==> src/rtl/xorshift_pkg.sv <==
// Shared definitions for the xorshift32 draw path: controller states, shift amounts
// and the single-step next-state function.
package xorshift_pkg;

  typedef enum logic [1:0] {
    SEED   = 2'd0,
    WARMUP = 2'd1,
    IDLE   = 2'd2
  } state_t;

  localparam int XS_A = 13;
  localparam int XS_B = 17;
  localparam int XS_C = 5;

  function automatic logic [31:0] xs32_next(input logic [31:0] x);
    logic [31:0] t;
    t = x ^ (x << XS_A);
    t = t ^ (t >> XS_B);
    t = t ^ (t << XS_C);
    return t;
  endfunction

endpackage

==> src/rtl/xorshift32_core.sv <==
// 32-bit xorshift generator state; load has priority over step.
module xorshift32_core
  import xorshift_pkg::*;
(
  input  logic        clk,
  input  logic        rst,
  input  logic        load,
  input  logic [31:0] load_val,
  input  logic        step,
  output logic [31:0] state,
  output logic [31:0] next
);

  assign next = xs32_next(state);

  always_ff @(posedge clk) begin
    if (rst)       state <= '0;
    else if (load) state <= load_val;
    else if (step) state <= next;
  end

endmodule

==> src/rtl/xorshift_draw_arbiter.sv <==
// Seeds and warms up the xorshift32 core, then shares draws between requesters A and B
// with round-robin priority and a minimum grant-to-grant spacing.
module xorshift_draw_arbiter
  import xorshift_pkg::*;
#(
  parameter int          MAX_COUNT    = 100,
  parameter int          WARMUP_STEPS = 16,
  parameter logic [25:0] SEED_FILL    = 26'h155_5555
) (
  input  logic        clk,
  input  logic        rst,
  input  logic [5:0]  seed,
  input  logic        reseed,
  input  logic        req_a,
  input  logic        req_b,
  output logic        ack_a,
  output logic        ack_b,
  output logic [31:0] rnd,
  output logic        busy
);

  localparam int WW = (WARMUP_STEPS > 0) ? $clog2(WARMUP_STEPS + 1) : 1;
  localparam int GW = $clog2(MAX_COUNT);
  localparam logic [WW-1:0] WARM_INIT = WW'(WARMUP_STEPS);
  localparam logic [GW-1:0] GAP_INIT  = GW'(MAX_COUNT - 1);

  state_t        st;
  logic [WW-1:0] warm_cnt;
  logic [GW-1:0] gap_cnt;
  logic          last_b;
  logic          grant, pick_a, load, step;
  logic [31:0]   xs_state_unused, xs_next;

  // reseed in IDLE wins over an otherwise eligible grant
  assign grant  = (st == IDLE) && !reseed && (req_a || req_b) && (gap_cnt == '0);
  assign pick_a = req_a && (!req_b || last_b);
  assign load   = (st == SEED);
  assign step   = (st == WARMUP) || grant;
  assign busy   = (st != IDLE);

  xorshift32_core u_core (
    .clk      (clk),
    .rst      (rst),
    .load     (load),
    .load_val ({seed, SEED_FILL}),
    .step     (step),
    .state    (xs_state_unused),
    .next     (xs_next)
  );

  always_ff @(posedge clk) begin
    if (rst) begin
      st       <= SEED;
      warm_cnt <= '0;
      gap_cnt  <= '0;
      last_b   <= 1'b1;
      ack_a    <= 1'b0;
      ack_b    <= 1'b0;
      rnd      <= '0;
    end else begin
      ack_a <= 1'b0;
      ack_b <= 1'b0;
      if (gap_cnt != '0) gap_cnt <= gap_cnt - 1'b1;
      if (grant) begin
        ack_a   <= pick_a;
        ack_b   <= !pick_a;
        rnd     <= xs_next;
        last_b  <= !pick_a;
        gap_cnt <= GAP_INIT;
      end
      unique case (st)
        SEED: begin
          warm_cnt <= WARM_INIT;
          st       <= (WARMUP_STEPS == 0) ? IDLE : WARMUP;
        end
        WARMUP: begin
          if (reseed) st <= SEED;
          else begin
            warm_cnt <= warm_cnt - 1'b1;
            if (warm_cnt == WW'(1)) st <= IDLE;
          end
        end
        IDLE:    if (reseed) st <= SEED;
        default: st <= SEED;
      endcase
    end
  end

endmodule
==> config.mk <==
export PLATFORM = sky130hd
export DESIGN_NAME = xorshift_draw_arbiter
export DESIGN_NICKNAME = d
export VERILOG_FILES = /design/src/rtl/xorshift_pkg.sv /design/src/rtl/xorshift32_core.sv /design/src/rtl/xorshift_draw_arbiter.sv
export SDC_FILE = /design/constraint.sdc
export NUM_CORES = 1
export LEC_CHECK = 0
export BUFFER_PORTS_ARGS = -buffer_cell sky130_fd_sc_hd__buf_4
export CORE_MARGIN = 5
export CORE_UTILIZATION = 45
export DETAILED_ROUTE_END_ITERATION = 6
export GPL_TIMING_DRIVEN = 0
export PLACE_DENSITY = 0.61
export RECOVER_POWER = 100
export SYNTH_ARGS = -nofsm -noshare
export SYNTH_HDL_FRONTEND = slang
export SYNTH_HIERARCHICAL = 1
export SYNTH_SLANG_ARGS = --single-unit
==> constraint.sdc <==
create_clock -name clk -period 5.84 [get_ports clk]
set_input_delay 0 -clock clk [delete_from_list [all_inputs] [get_ports clk]]
set_output_delay 0 -clock clk [all_outputs]
set_load 0.01 [all_outputs]
Word level (Yosys, flattened, before mapping)
Cells that the tools add are included.
Widths: inputs -> output; s select.

cells by class
  equal/unequal tests = 7
  muxes and demuxes = 10
  bitwise operators = 4
  reduce and logical (&&, ||, !) cells = 21
  $add $sub $neg = 2

operator list
  operator             count
  $mux 32              2
  $xor 32x32->32       2
  $xor 32x15->32       1
  $mux 7               2
  $pmux 5 s2           1
  $logic_not 7->1      1
  $reduce_bool 7->1    1
  $sub 7x1->7 const B  1
  $mux 2               3
  $ne 2x2->1 const B   3
  $pmux 2 s3           1
  $reduce_bool 2->1    3
  $reduce_or 2->1      3
  $eq 5x1->1 const B   1
  $mux 5               1
  $sub 5x1->5 const B  1
  $logic_and 1x1->1    4
  $reduce_and 2->1     2
  $logic_not 1->1      3
  $logic_or 1x1->1     3
  $ne 3x2->1 const B   1
  $eq 2x1->1 const B   1
  $eq 2x2->1 const B   1
  $logic_not 2->1      1
  $not 1->1            1

storage, ports and cells
  output and inout bits = 35
  bits in registers = 81

Depth between registers and ports, before layout
  depth after elaboration = 7
  gate-level depth with buffers = 11
  depth with buffers taken out = 9

By module
Netlist, hierarchy kept.

by module, submodules not included
  module                 times used  area an instance (um^2)  cells an instance
  xorshift32_core        1           2048.2                   242
  xorshift_draw_arbiter  1           1955.6                   235

Least setup slack after synthesis
No wires, ideal clock.

  path type = register to register
  from = reg gap_cnt[2]
  to = reg u_core.state[10]
  setup slack = 3.207 ns
  path buffers = 3
  clock period less this slack = 2.633 ns
  arrival time = 2.550 ns
  stages on the path, launching flop included = 10
  setup time = 0.083 ns
  cell sequence = dfxtp_1 > or4_4 > or4_1 > buf_6 > buf_6 > nand2_1 > inv_1 > or3_1 > clkbuf_1 > o221ai_1

on the way
  word-level cells in the longest chain between the ends = 4

ends and longest elaborated chain
  item                         line                         text
  start: declaration           xorshift_draw_arbiter.sv:29  logic [GW-1:0] gap_cnt;
  start signal: assignment     xorshift_draw_arbiter.sv:63  if (gap_cnt != '0) gap_cnt <= gap_cnt - 1'b1;
  $logic_not 7->1              xorshift_draw_arbiter.sv:35  assign grant = (st == IDLE) && !reseed && (req_a || req_b) && (gap_cnt == '0);
  $logic_and 1x1->1            xorshift_draw_arbiter.sv:35
  $logic_or 1x1->1             xorshift_draw_arbiter.sv:38  assign step = (st == WARMUP) || grant;
  via step                     xorshift_draw_arbiter.sv:31  logic grant, pick_a, load, step;
  $reduce_bool 2->1 (no line)  n/a
  end signal: assignment       xorshift32_core.sv:18        else if (load) state <= load_val;
  end signal: assignment       xorshift32_core.sv:19        else if (step) state <= next;
  end: declaration             xorshift32_core.sv:10        output logic [31:0] state,

The timed path passes the listed nets, and every way through them passes these cells.
A chain may end at the register's enable or synchronous reset.

Worst setup path after layout
  from = reg gap_cnt[2]
  to = reg u_core.state[24]

Same word-level chain as after synthesis.

==> run_results.csv <==
group,metric,value,unit
outcome,status,"complete, no violations",
hold_path,worstHoldPathCells,4,
clocking,clk_pin_slew_worst_paths,80,ps
logic_synthesis,synthArstFlopShare,0,%
clocking,numCtsBuffers,9,
detailed_routing,wl_per_cell,15.1,µm
floorplan,start_util,46.1,%
clocking,cts_resized,0,
worst_setup_path,path_buf_inv,4,
logic_synthesis,synth_xor_area_share,17.5,%
logic_synthesis,yosysWarnings,6,
logic_synthesis,syn_inst,477,
logic_synthesis,synthMuxAreaShare,0.750,%
timing,fin_hold_ws,78.3,ps
worst_setup_path,cp_top_family,"buffers and inverters",
logic_synthesis,synth_ff_type,"dfxtp_1",
detailed_routing,dr_total_vias,3422,
flow_run,cap_violations,0,
logic_synthesis,synth.most_common_cell,"nand2_1",
detailed_routing,ant_nets,0,
floorplan,fp.dieH,104,µm
clocking,cts_tree,"done",
worst_setup_path,reg2reg_setup_slack,2250,ps
pwr,pwr_density_cell,362,nW/µm²
worst_setup_path,cp_cell_sequence,"or4_1, or4_1, clkbuf_1, clkbuf_1, nand2_1, clkbuf_1, clkbuf_1, nor2_1, o32ai_1",
timing,rsz0062_at_grt,"no",
clocking,cts_sinks,81,
detailed_routing,drt-pass1-iter-count,4,
place,io_buffers,44,
logic_synthesis,netlist.top_cell.by_area,"dfxtp_1",
clocking,clk_latency,350,ps
global_routing,grt-ovfl-total,0,
floorplan,dieWidth,104,µm
detailed_routing,routed_wl,10200,µm
pwr,peakVddDrop,0.000208,V
worst_setup_path,timing.rr.start,"gap_cnt[2]$_SDFFE_PP0P_",
worst_setup_path,cp.depth,9,
clocking,cts_htree_levels,3,
logic_synthesis,yosysTopAreaCellShare,40.5,%
timing,worst_pin_slew,1350,ps
floorplan,core,8680,µm²
worst_setup_path,cp.required,6100,ps
hold_path,hold_path_class,"in2reg",
pwr,power_leakage,1.83,nW
logic_synthesis,synth_common_cells,"nand2_1, dfxtp_1, nor2_1, xnor2_1, a21oi_1",
worst_setup_path,crit_path_start_kind,"register",
clocking,root_buffer,"clkbuf_8",
logic_synthesis,avgSynthCellArea,8.39,µm²
logic_synthesis,synth-simple-area-share,20.0,%
place,gp_congestion,0.907,
logic_synthesis,synth_top_cells_by_area,"dfxtp_1, nand2_1, xnor2_1",
worst_setup_path,crit_top_cell,"clkbuf_1",
detailed_routing,drt_iter0_drc,164,
worst_setup_path,r2r_end,"u_core/state[24]$_SDFFE_PP0P_",
timing,fin_crit_sh,61.4,%
worst_setup_path,crit_fanout,10,
timing,setup_viol,0,
logic_synthesis,synth_top_family_by_area,"simple AND/OR/NAND/NOR gates",
worst_setup_path,end_kind,"register",
logic_synthesis,ys_seq_elements,81,
floorplan,die_area,10900,µm²
worst_setup_path,worst_r2r_path_depth,9,
floorplan,io_pins,46,
final_layout,utilization,54.2,%
hold_path,min_to,"ack_a$_SDFF_PP0_",
timing,skew,9.88,ps
timing,min_period,3590,ps
global_routing,grt_pass1_wl,17100,µm
logic_synthesis,yosysSeqAreaShare,40.5,%
worst_setup_path,cpPeakStageDelay,600,ps
detailed_routing,post-route-drc-count,0,
final_layout,drive_above_1_share,6.53,%
worst_setup_path,critical_path_class,"reg2reg",
global_routing,grt_use_total,19.3,%
timing,drv_slew,0,
global_routing,antenna_found_initial,0,
global_routing,grt_pass1_vias,3320,
place,hpwlAfterDp,7630,µm
detailed_routing,post_drt_via_cell_ratio,5.07,
hold_path,hold_path.startpoint,"req_b",
floorplan,std_cell_rows,34,
final_layout,area_growth,17.4,%
timing,slew-limit-headroom,8.88,%
timing,clock.fmax,0.279,GHz
worst_setup_path,crit_arrival,3850,ps
clocking,clockBufferDepth,2,
final_layout,fin_nets,579,
logic_synthesis,synthDistinctLibCells,45,
global_routing,grt_max_degree,13,
logic_synthesis,synth_area,4000,µm²
final_layout,n_antenna_cell,0,
timing,hold_viol,0,
final_layout,num-fill-cells,869,
logic_synthesis,synth_edf_count,0,
logic_synthesis,synth_compound_area_share,14.1,%
timing,finalSetupTns,0,ps
worst_setup_path,critPathSlowestCell,"or4_1",
logic_synthesis,synthAdderAreaFrac,1.25,%
[power breakdown]
| part | total [W] | internal, W | switching [W] |
|---|---|---|---|
| combinational | 0.000548 | 0.000229 | 0.000320 |
| sequential | 0.000663 | 0.000604 | 0.0000597 |
| clock | 0.000493 | 0.000292 | 0.000201 |
[final cells by class]
type                            count  area (µm²)  area share (%)
Tap cell                          108         135            2.87
Inverter                           24        90.1            1.92
Clock buffer                       11         141            3.01
Sequential cell                    81        1620            34.5
Timing Repair Buffer               52         279            5.94
Buffer                             28         118            2.50
Clock inverter                      3        90.1            1.92
Multi-Input combinational cell    368        2230            47.4
[sequential cells by signal, indices dropped and copies added, names as in the netlist]
register / cells
ack_a: 1
ack_b: 1
gap_cnt: 7
last_b: 1
rnd: 32
st: 2
u_core/state: 32
warm_cnt: 5
[through the flow]
stage	setup slack [ps]	instance area, µm²	power (W)	instances
floorplan	3210	4090	0.00109	501
global placement	2830	4560	0.00122	653
detailed placement	2800	4560	0.00123	653
CTS	2760	4870	0.00172	675
global route	1910	4700	0.00180	675
finish	2250	4700	0.00170	675
[cells by family (layout without fill, tap and decap cells)]
| family | after synthesis | in the layout |
|---|---|---|
| mux | 3 | 3 |
| buf+inv | 52 | 118 |
| other cells | 2 | 26 |
| flops | 81 | 81 |
| fa+ha+maj | 4 | 4 |
| compound gates | 84 | 84 |
| xor+xnor | 69 | 69 |
| simple gates | 182 | 182 |
[layer usage]
metal / track usage, % / routed length [µm]
met5: 0 / 0
met3: 3.66 / 421
met1: 27.5 / 5070
met4: 6.20 / 144
met2: 29.4 / 4570
[layout by cell type (no fill, tap or decap), drive strengths merged, types with 8 or more instances in the layout]
cell,netlist,layout
a211oi,12,12
a21oi,37,37
buf,11,14
clkbuf,17,69
conb,2,26
dfxtp,81,81
dlygate4sd3,0,8
inv,23,23
nand2,92,92
nand3,10,10
nor2,46,46
nor3,15,15
o221ai,10,10
o32ai,12,12
xnor2,41,41
xor2,25,25
[worst max-delay path by stage]
stage                                       start                            end
after detailed placement  gap_cnt[2]$_SDFFE_PP0P_   u_core/state[7]$_SDFFE_PP0P_
after global routing      gap_cnt[2]$_SDFFE_PP0P_  u_core/state[24]$_SDFFE_PP0P_
final                     gap_cnt[2]$_SDFFE_PP0P_  u_core/state[24]$_SDFFE_PP0P_
after CTS                 gap_cnt[2]$_SDFFE_PP0P_   u_core/state[7]$_SDFFE_PP0P_
after floorplan           gap_cnt[2]$_SDFFE_PP0P_  u_core/state[10]$_SDFFE_PP0P_
after global placement    gap_cnt[2]$_SDFFE_PP0P_  u_core/state[10]$_SDFFE_PP0P_
[worst reg2reg max path: stages, from the launching register on]
cell      delay [ps]
dfxtp_1          370
or4_1            600
or4_1            490
clkbuf_1         260
clkbuf_1         340
nand2_1          190
clkbuf_1         450
clkbuf_1         460
nor2_1            80
o32ai_1          270
[timing repair]
| item | CTS | global route |
|---|---|---|
| hold endpoints to repair | 9 | 0 |
| hold buffers | 8 | 0 |
| setup buffers | 0 | 0 |
Power figures use the tool's default switching activity.
